File: config.mk
export PLATFORM = sky130hd
export DESIGN_NAME = uart_frame_tx
export DESIGN_NICKNAME = d
export VERILOG_FILES = /design/src/rtl/uart_frame_tx.sv
export SDC_FILE = /design/constraint.sdc
export NUM_CORES = 1
export LEC_CHECK = 0
export ABC_AREA = 1
export CELL_PAD_IN_SITES_DETAIL_PLACEMENT = 1
export CELL_PAD_IN_SITES_GLOBAL_PLACEMENT = 1
export CORE_MARGIN = 5
export CORE_UTILIZATION = 44
export DETAILED_ROUTE_END_ITERATION = 10
export PLACE_DENSITY = 0.95
export RECOVER_POWER = 25
export SETUP_SLACK_MARGIN = 0.15
export SYNTH_ARGS = -nofsm -noshare
export SYNTH_HDL_FRONTEND = slang
export SYNTH_SLANG_ARGS = --single-unit
File: constraint.sdc
create_clock -name clk -period 3.3 [get_ports clk]
set_input_delay 0.495 -clock clk [delete_from_list [all_inputs] [get_ports clk]]
set_output_delay 0.495 -clock clk [all_outputs]
set_load 0.1 [all_outputs]
File: src/rtl/uart_frame_tx.sv
// uart_frame_tx
//   Packetiser in front of uart_tx. Accepts one N_BYTES payload word and
//   sends it as a framed byte stream: HEADER, payload bytes LSB-first,
//   then an 8-bit checksum (sum of the payload bytes mod 256). Each byte is
//   handed to uart_tx with a one-cycle start pulse and is held on tx_data
//   until uart_tx reports idle again.
//
// Parameters
//   N_BYTES    payload bytes per frame (1..16)
//   HEADER     first byte of every frame
//
// Ports
//   clk         in   system clock
//   rst_n       in   asynchronous active-low reset
//   in_valid    in   payload word valid
//   in_data     in   payload, byte k = in_data[8k+7:8k], byte 0 sent first
//   in_ready    out  word can be accepted (idle)
//   tx_ready    in   uart_tx idle
//   tx_start    out  one-cycle start pulse per byte (registered)
//   tx_data     out  byte being sent (registered, stable while in flight)
//   busy        out  frame in progress
//   frame_done  out  one-cycle pulse once the checksum byte has been sent
module uart_frame_tx #(
    parameter int unsigned N_BYTES = 4,
    parameter logic [7:0]  HEADER  = 8'hAA
) (
    input  logic                 clk,
    input  logic                 rst_n,
    input  logic                 in_valid,
    input  logic [8*N_BYTES-1:0] in_data,
    output logic                 in_ready,
    input  logic                 tx_ready,
    output logic                 tx_start,
    output logic [7:0]           tx_data,
    output logic                 busy,
    output logic                 frame_done
);

    localparam int unsigned      IDX_W    = $clog2(N_BYTES + 2);
    localparam logic [IDX_W-1:0] LAST_IDX = IDX_W'(N_BYTES + 1);

    typedef enum logic [1:0] {
        IDLE,
        SEND,
        WAIT_ACK,
        WAIT_DONE
    } state_t;

    state_t               state_q, state_d;
    logic [IDX_W-1:0]     idx_q, idx_d;
    logic [8*N_BYTES-1:0] payload_q, payload_d;
    logic [7:0]           csum_q, csum_d;
    logic [7:0]           tx_data_q, tx_data_d;
    logic                 tx_start_q, tx_start_d;
    logic                 frame_done_q, frame_done_d;
    logic [7:0]           in_sum;
    logic [7:0]           next_byte;

    // Checksum of the incoming word, carries discarded.
    always_comb begin
        in_sum = '0;
        for (int unsigned k = 0; k < N_BYTES; k++) begin
            in_sum = in_sum + in_data[8*k +: 8];
        end
    end

    // Byte that follows position idx_q: payload byte idx_q while idx_q is
    // below N_BYTES, otherwise the checksum.
    always_comb begin
        next_byte = csum_q;
        for (int unsigned k = 0; k < N_BYTES; k++) begin
            if (idx_q == IDX_W'(k)) begin
                next_byte = payload_q[8*k +: 8];
            end
        end
    end

    always_comb begin
        state_d      = state_q;
        idx_d        = idx_q;
        payload_d    = payload_q;
        csum_d       = csum_q;
        tx_data_d    = tx_data_q;
        tx_start_d   = 1'b0;
        frame_done_d = 1'b0;

        case (state_q)
            IDLE: begin
                if (in_valid) begin
                    payload_d = in_data;
                    csum_d    = in_sum;
                    idx_d     = '0;
                    tx_data_d = HEADER;
                    state_d   = SEND;
                end
            end
            SEND: begin
                if (tx_ready) begin
                    tx_start_d = 1'b1;
                    state_d    = WAIT_ACK;
                end
            end
            WAIT_ACK: begin
                // uart_tx drops ready one cycle after sampling start.
                if (!tx_ready) begin
                    state_d = WAIT_DONE;
                end
            end
            WAIT_DONE: begin
                if (tx_ready) begin
                    if (idx_q == LAST_IDX) begin
                        frame_done_d = 1'b1;
                        state_d      = IDLE;
                    end else begin
                        idx_d     = idx_q + 1'b1;
                        tx_data_d = next_byte;
                        state_d   = SEND;
                    end
                end
            end
            default: state_d = IDLE;
        endcase
    end

    always_ff @(posedge clk or negedge rst_n) begin
        if (!rst_n) begin
            state_q      <= IDLE;
            idx_q        <= '0;
            payload_q    <= '0;
            csum_q       <= '0;
            tx_data_q    <= '0;
            tx_start_q   <= 1'b0;
            frame_done_q <= 1'b0;
        end else begin
            state_q      <= state_d;
            idx_q        <= idx_d;
            payload_q    <= payload_d;
            csum_q       <= csum_d;
            tx_data_q    <= tx_data_d;
            tx_start_q   <= tx_start_d;
            frame_done_q <= frame_done_d;
        end
    end

    assign in_ready   = (state_q == IDLE);
    assign busy       = (state_q != IDLE);
    assign tx_start   = tx_start_q;
    assign tx_data    = tx_data_q;
    assign frame_done = frame_done_q;

endmodule

==> results.json, run 1 <==
{
  "status": "complete, but fails checks",
  "violations": "max-capacitance violations, max-slew violations",
  "nNetsFinal": 536,
  "pwr-share-comb": 0.576,
  "fin_crit_ns": 2.99,
  "rows": 31,
  "wire_per_inst_um": 16.3,
  "cp.arrival_ns": 3.19,
  "cts_buffers": 5,
  "clkSlewWorstSetupHoldPaths_ns": 0.10,
  "place_congestion": 0.938,
  "worstSkewPairLatency_ns": 0.31,
  "r2r_slack_ns": 1.40,
  "critPathSlowestCell": "fa_1",
  "cts_resized": 0,
  "cts_htree_levels": 2,
  "num_vias": 2938,
  "cts_buffer_depth": 2,
  "period_share": 0.905,
  "grtUsageMet1": 0.250,
  "reg2reg_depth": 9,
  "ys_ff_latch": 55,
  "critPathKind": "in2reg",
  "routed_wl_mm": 9.26,
  "worstPathMaxFanout": 4,
  "drc_errors": 0,
  "dieHeight_um": 97.2,
  "max_stage_delay_ns": 0.53,
  "n_antenna_cell": 0,
  "p_leak_nw": 2.01,
  "gr-usage-all-layers": 0.204,
  "utilization": 0.540,
  "worstHoldPathCells": 2,
  "synthesis.instances": 426,
  "ys_types": 29,
  "crit_path_end": "csum_q[7]",
  "ys_seq_area_frac": 0.411,
  "power_frac_seq": 0.319,
  "hp-class": "reg2reg",
  "grtUsageMet2": 0.372,
  "io_pins": 48,
  "worstReg2RegStart": "idx_q[0]",
  "antenna_found_initial": 0,
  "placedCellCount": 562,
  "avgViaCountPerCell": 5.15,
  "slew_headroom": -0.279,
  "overflow": 0,
  "yosysWarnings": 0,
  "rsz0062_at_grt": "false",
  "power.density_mw_per_mm2": 910,
  "grt_max_degree": 51,
  "area_growth_pct": 18.2,
  "p_sw_frac": 0.517,
  "cts-root-buf": "clkbuf_8",
  "antenna_left": 0,
  "end_kind": "register",
  "drtIter0Drc": 123,
  "ir_worst_vdd_mv": 0.248,
  "crit_required_ns": 3.50,
  "path_cells": "clkdlybuf4s50_1 > inv_1 > fa_1 > inv_1 > fa_1 > ha_1 > fa_1 > nand4_1 > nand3_1 > inv_1 > nand2_1 > nand3_1 > nand2_1",
  "start_util": 0.457,
  "pwr-share-clk": 0.105,
  "startpoint_type": "input port",
  "dr.pass1.iters": 4,
  "setup_tns_ns": 0,
  "synth_area_per_cell_um2": 7.86,
  "hold_viol_final": 0,
  "internal-power_mw": 1.74,
  "hold-worst-slack_ns": 0.487,
  "core_area_mm2": 0.00733,
  "stdcell_count": 570,
  "synth_top_area_share": 0.411,
  "synth_fp_nets": 492,
  "cts_hold_buf": 0,
  "critPathLaunch": "in_data[1]",
  "ys_top_cells_by_area": "dfrtp_1, nand2_1, fa_1, inv_1, ha_1",
  "postCtsSetupRepairBufs": 0,
  "drv_cap": 1,
  "drive_gt1_frac": 0.0510,
  "cts.sinks": 55,
  "syn_area_mm2": 0.00335,
  "dieArea_mm2": 0.00945,
  "die_x_um": 97.2,
  "switchingPower_mw": 1.86,
  "synth_top_area_cell": "dfrtp_1",
  "busiest_layer": "met2",
  "r2r_end": "tx_data[4]",
  "power.total_mw": 3.60,
  "tritoncts": "built",
  "grt_pass1_wl_mm": 15.8,
  "dp_hpwl_mm": 6.95,
  "worst_pin_slew_ns": 1.92,
  "slew_viol_final": 36,
  "met3_usage": 0.0273,
  "port_buffers": 47,
  "setup_viol": 0,
  "max_freq_mhz": 335,
  "grt_pass1_vias": 3265,
  "skew_ns": 0.00912
}
-- power by group through the flow --
stage | Combinational [mW] | Sequential [mW] | Clock, mW
final | 2.07 | 1.15 | 0.378
after global routing | 2.30 | 1.18 | 0.412
after CTS | 2.08 | 1.15 | 0.382
after detailed placement | 2.05 | 1.16 | 0
after global placement | 1.95 | 1.13 | 0
after floorplan | 1.29 | 1.37 | 0
-- registers in the layout, indices dropped and copies added (netlist names) --
name,flops
tx_data,8
payload_q,32
idx_q,3
state_q,2
tx_start,1
frame_done,1
csum_q,8
-- logic make-up after synthesis --
family          Yosys count  share of synthesized area
compound gates           63                      0.102
fa+ha+maj                30                      0.144
buf+inv                  75                     0.0953
flops                    55                      0.411
simple gates            203                      0.248
-- cells in the mapped netlist --
library cell and instances:
nand2_2 2, nand2_1 164, o211ai_1 4, ha_1 16, nand4_1 3, buf_4 2
a21oi_1 10, o21ai_0 40, inv_1 56, clkbuf_1 4, buf_8 1, fa_1 14
o22ai_1 1, inv_4 2, nor3_1 1, o32ai_1 1, dfrtp_1 55, clkinv_1 2
o21ai_1 6, inv_2 2, o21ai_4 1, buf_6 1, nor2_2 1, nand3_1 15
nor2_1 12, nand2_4 3, buf_2 5, nor2_4 1, nand2b_1 1
-- per-stage QoR --
stage / cell area, um2 / setup slack (ns)
2_1_floorplan: 3350 / 0.377
3_3_place_gp: 3870 / 0.0782
3_5_place_dp: 3870 / -0.0346
4_1_cts: 3960 / 0.297
5_1_grt: 3960 / 0.171
6_report: 3960 / 0.314
-- worst min path at each step --
stage                             start       endpoint  slack, ns
final                        tx_data[0]     tx_data[0]       0.49
after global routing      payload_q[26]  payload_q[26]       0.51
after CTS                         rst_n  payload_q[20]       0.28
after detailed placement     tx_data[0]     tx_data[0]       0.47
after global placement       tx_data[0]     tx_data[0]       0.46
after floorplan                   rst_n      csum_q[0]       0.20
-- critical path: cells and delay by family --
family | cells | cell delay, ns
adders and majority gates | 4 | 1.67
buffers and inverters | 4 | 0.63
and+or+nand+nor | 5 | 0.40
-- layout make-up --
type                    count  area, um2
clock inverters             2       12.5
inverters                  62        238
multi-input cells         296       1650
clock buffers               6       72.6
flip-flops and latches     55       1380
repair buffers             50        482
well taps                  99        124
fillers                   947       3370
-- cells in the final DEF, fill, tap and decap left out, types with 3 or more instances in the layout --
master and instances:
buf_4 5, nand3_1 15, inv_1 56, nand2_4 3
fa_1 14, ha_1 16, nand4_1 3, clkdlybuf4s50_1 44
o211ai_1 4, a21oi_1 10, clkbuf_8 5, o21ai_1 6
nor2_1 12, nand2_1 164, o21ai_0 40, dfrtp_1 55
-- routing by layer --
metal  wire (um)  vias to the layer above  share of wire
met2        4890                       55           0.53
li1            -                     1405              -
met5           0                        -              0
met1        3890                     1460           0.42
met4         229                        0          0.025
met3         251                       18          0.027
(Power assumes the default switching activity.)
==> inputs of run 2 (changes only) <==
- CORE_MARGIN: 5 -> unset
==> run 2 against run 1 <==
The run still ends with max-capacitance violations, max-slew violations left. Sequential share of layout area decreased by 0.46 points. Global-route usage increased by 7.2 points. First-iteration DRC count increased by 24%.
==> results.json, run 2 (synthesized netlist as in run 1, its figures left out) <==
{
  "core_area_mm2": 0.00729,
  "skew_ns": 0.00476,
  "p_leak_nw": 2.03,
  "postCtsSetupRepairBufs": 0,
  "drive_gt1_frac": 0.0613,
  "hold_viol_final": 0,
  "final_cell_mix": "nand2_1, inv_1, dfrtp_1, clkdlybuf4s50_1, o21ai_0",
  "critPathKind": "in2reg",
  "area_growth_pct": 19.8,
  "ir_worst_vdd_mv": 0.248,
  "largest_reg_flops": 32,
  "wl_met3_um": 394,
  "worstPathMaxFanout": 4,
  "worstSkewPairLatency_ns": 0.31,
  "dieArea_mm2": 0.00796,
  "dp_hpwl_mm": 7.17,
  "worstHoldPathCells": 2,
  "antenna_left": 0,
  "drc_errors": 0,
  "final_common_cell": "nand2_1",
  "io_pins": 48,
  "slew_viol_final": 42,
  "violations": "max-capacitance violations, max-slew violations",
  "status": "complete, but fails checks",
  "dr.pass1.iters": 4,
  "n_antenna_cell": 0,
  "period_share": 0.942,
  "avgViaCountPerCell": 5.29,
  "reg2reg_depth": 9,
  "cts-root-buf": "clkbuf_8",
  "overflow": 0,
  "top_register": "payload_q",
  "highest_layer": "met4",
  "antenna_found_initial": 0,
  "clkSlewWorstSetupHoldPaths_ns": 0.10,
  "slew_headroom": -0.567,
  "die_x_um": 89.2,
  "wl_met1_mm": 4.02,
  "grt_max_degree": 42,
  "fin_crit_ns": 3.11,
  "wl_met2_mm": 5.32,
  "max_freq_mhz": 322,
  "startpoint_type": "input port",
  "nNetsFinal": 538,
  "cts_buffers": 5,
  "rsz0062_at_grt": "false",
  "cts.sinks": 55,
  "grt_pass1_wl_mm": 16.2,
  "cp.arrival_ns": 3.32,
  "cts_hold_buf": 0,
  "utilization": 0.550,
  "drtIter0Drc": 153,
  "rows": 31,
  "drv_cap": 1,
  "power.density_mw_per_mm2": 945,
  "grt_pass1_vias": 3383,
  "place_congestion": 0.855,
  "stdcell_count": 572,
  "dieHeight_um": 89.2,
  "end_kind": "register",
  "start_util": 0.459,
  "hp-class": "reg2reg",
  "worst_pin_slew_ns": 2.35,
  "gr-usage-all-layers": 0.276,
  "fillers": 931,
  "crit_required_ns": 3.51,
  "wire_per_inst_um": 17.5,
  "cts_htree_levels": 2,
  "setup_viol": 0,
  "routed_wl_mm": 10.0,
  "cts_buffer_depth": 2,
  "num_vias": 3025,
  "tritoncts": "built",
  "placedCellCount": 564,
  "port_buffers": 47
}
## run 2: cell types whose count changed in the layout (fill, tap and decap cells not counted), sizes merged
| cell | before | now |
|---|---|---|
| bufinv | 0 | 1 |
| buf | 5 | 7 |
| clkinvlp | 1 | 0 |
## run 2: final cells by class
cell class	instances	area [um2]	area share
Inverter	62	238	0.0593
Sequential cell	55	1380	0.343
Multi-Input combinational cell	296	1660	0.413
Timing Repair Buffer	52	497	0.124
Clock buffer	6	82.6	0.0206
Clock inverter	2	35.0	0.00874
Tap cell	99	124	0.0309
## run 2: power by group
part,internal [mW],switching [mW]
logic,0.624,1.53
registers,0.974,0.186
clock network,0.246,0.228
## run 2: path summary, 6_finish.rpt
| check | endpoint | slack, ns | startpoint |
|---|---|---|---|
| setup / recovery | csum_q[5] | 0.19 | in_data[1] |
| max in group asynchronous | csum_q[7] | 1.08 | rst_n |
| hold / removal | payload_q[20] | 0.49 | payload_q[20] |
| hold reg to reg | payload_q[20] | 0.49 | payload_q[20] |
| min in group asynchronous | payload_q[20] | 0.88 | rst_n |
| setup reg to reg | tx_data[4] | 1.28 | idx_q[0] |
## run 2: metrics by stage
step	setup slack (ns)	total power, mW	cell area, um2	setup TNS [ns]	hold slack, ns
after floorplan	0.377	2.66	3350	0	0.199
after global routing	0.0796	4.06	4010	0	0.509
final	0.192	3.79	4010	0	0.487
after CTS	0.206	3.78	4010	0	0.362
after global placement	0.0323	3.07	3890	0	0.460
after detailed placement	-0.140	3.25	3890	-0.230	0.465
## run 2: layer usage
| layer | track usage | vias up |
|---|---|---|
| met1 | 0.310 | 1500 |
| met5 | 0 | - |
| met4 | 0.124 | 0 |
| met2 | 0.507 | 92 |
| li1 | - | 1409 |
| met3 | 0.0508 | 24 |
## run 2: critical path, stage by stage
cell and delay, ns:
clkdlybuf4s50_1 0.45, inv_1 0.09, fa_1 0.56, inv_1 0.06, fa_1 0.47, ha_2 0.22
fa_2 0.37, inv_1 0.07, nor2_1 0.05, o21ai_0 0.17, nand2_1 0.09, o22ai_1 0.21
## run 2: what timing repair did
action | CTS | global route
setup endpoints to repair | 0 | 2
endpoints found under the hold margin | 0 | 0
resized for setup | 0 | 2
==> inputs of run 3 (changes only) <==
- CORE_ASPECT_RATIO: unset -> 1.75
- REMOVE_ABC_BUFFERS: unset -> 1
==> run 3 against run 2 <==
The flow still finishes with violations (max-capacitance violations, max-slew violations). Clock power up 13%. Critical path depth unchanged. Sequential power barely moved. Non-clock buffer count is 2 lower. First-iteration DRC count fell by 1.3%. Combinational power fell by 5%. Worst setup slack gained 0.18 ns. Via count shrank 1.8%. Maximum frequency grew 6.2%. Count of clock-buffer cells in the layout stayed put. Routed wire length fell by 11%. Clock skew grew 0.0030 ns. Largest power group unchanged.
==> results.json, run 3 (synthesized netlist as in run 1, its figures left out) <==
{
  "status": "complete, but fails checks",
  "violations": "max-capacitance violations, max-slew violations",
  "avgViaCountPerCell": 5.33,
  "antenna_found_initial": 0,
  "max_freq_mhz": 342,
  "cts_buffers": 5,
  "num_vias": 2970,
  "setup_tns_ns": 0,
  "tritoncts": "built",
  "dieArea_mm2": 0.00797,
  "routed_wl_mm": 8.91,
  "cp.arrival_ns": 3.14,
  "place_congestion": 0.808,
  "worstSkewPairLatency_ns": 0.30,
  "hold_viol_final": 0,
  "design_area_mm2": 0.00400,
  "antenna_left": 0,
  "rsz0062_at_grt": "false",
  "final_common_cell": "nand2_1",
  "drc_errors": 0,
  "slew_viol_final": 31,
  "postCtsSetupRepairBufs": 0,
  "dpl-instance-area_mm2": 0.00386,
  "worstPathMaxFanout": 4,
  "largest_reg_flops": 32,
  "core_area_mm2": 0.00728,
  "nNetsFinal": 536,
  "critPathKind": "in2reg",
  "fin_crit_ns": 2.93,
  "rows": 41,
  "gr-usage-all-layers": 0.253,
  "hp-class": "reg2reg",
  "slew_headroom": -0.129,
  "startpoint_type": "input port",
  "grt_pass1_wl_mm": 15.1,
  "dp_slack_ns": -0.0211,
  "end_kind": "register",
  "power.density_mw_per_mm2": 934,
  "multi_input_area_mm2": 0.00165,
  "wire_per_inst_um": 16.0,
  "power.total_mw": 3.73,
  "cts_buffer_depth": 2,
  "clkSlewWorstSetupHoldPaths_ns": 0.07,
  "drv_cap": 1,
  "die_x_um": 67.9,
  "io_pins": 48,
  "dr.pass1.iters": 4,
  "crit_required_ns": 3.52,
  "utilization": 0.549,
  "overflow": 0,
  "dieHeight_um": 117,
  "fillers": 908,
  "setup_viol": 0,
  "cts_htree_levels": 2,
  "final_cell_mix": "nand2_1, inv_1, dfrtp_1, clkdlybuf4s50_1, o21ai_0",
  "port_buffers": 47,
  "start_util": 0.459,
  "cts-root-buf": "clkbuf_16",
  "worst_pin_slew_ns": 1.69,
  "cts_resized": 0,
  "drive_gt1_frac": 0.0531,
  "skew_ns": 0.00773,
  "ir_worst_vdd_mv": 0.413,
  "cts.sinks": 55,
  "drtIter0Drc": 151,
  "register_area_mm2": 0.00138,
  "period_share": 0.887,
  "worst_slack_ns": 0.373,
  "area_growth_pct": 19.5,
  "dp_hpwl_mm": 6.88,
  "p_leak_nw": 2.03,
  "top_register": "payload_q",
  "cts_hold_buf": 0,
  "grt_pass1_vias": 3256,
  "grt_max_degree": 38,
  "n_antenna_cell": 0
}
[run 3: cell types whose count changed in the layout (fill, tap and decap cells not counted), sizes merged]
| cell | change |
|---|---|
| bufinv | -1 |
| buf | -2 |
| clkinvlp | +1 |
[run 3: layer usage]
layer  share of wire  vias up  wire length, um  track usage
li1                -     1403                -            -
met1            0.38     1475             3360        0.284
met2            0.55       68             4930        0.441
met3           0.030       24              267       0.0360
met4           0.040        0              353        0.124
met5               0        -                0            0
[run 3: worst max-delay path: stages]
cell	delay [ns]
clkdlybuf4s50_1	0.45
inv_1	0.06
fa_1	0.54
inv_1	0.05
fa_1	0.46
ha_1	0.25
fa_2	0.37
inv_1	0.07
nor2_1	0.05
o21ai_0	0.16
nand2_1	0.07
o22ai_1	0.11
[run 3: area by class of cell]
class	count	area share
multi-input combinational	296	0.414
sequential	55	0.344
timing repair buffer	50	0.120
inverter	62	0.0594
clock buffer	6	0.0322
tap	86	0.0269
clock inverter	2	0.00313
[run 3: worst paths after layout]
check / to / slack (ns) / startpoint / cells after the start
setup / recovery: csum_q[5] / 0.37 / in_data[1] / 12
min in group asynchronous: payload_q[1] / 0.62 / rst_n / 1
max in group asynchronous: payload_q[6] / 1.52 / rst_n / 2
hold / removal: payload_q[19] / 0.48 / payload_q[19] / 2
setup reg to reg: csum_q[4] / 1.20 / state_q[0] / 7
hold reg to reg: payload_q[19] / 0.48 / payload_q[19] / 2
[run 3: power breakdown]
part	switching [mW]	internal (mW)	total, mW
clock	0.257	0.281	0.538
sequential	0.178	0.975	1.15
combinational	1.43	0.613	2.04
[run 3: metrics by stage]
step | hold WS, ns | instances
final | 0.479 | 557
after global routing | 0.512 | 557
after CTS | 0.257 | 557
after detailed placement | 0.465 | 549
after global placement | 0.461 | 549
after floorplan | 0.199 | 413
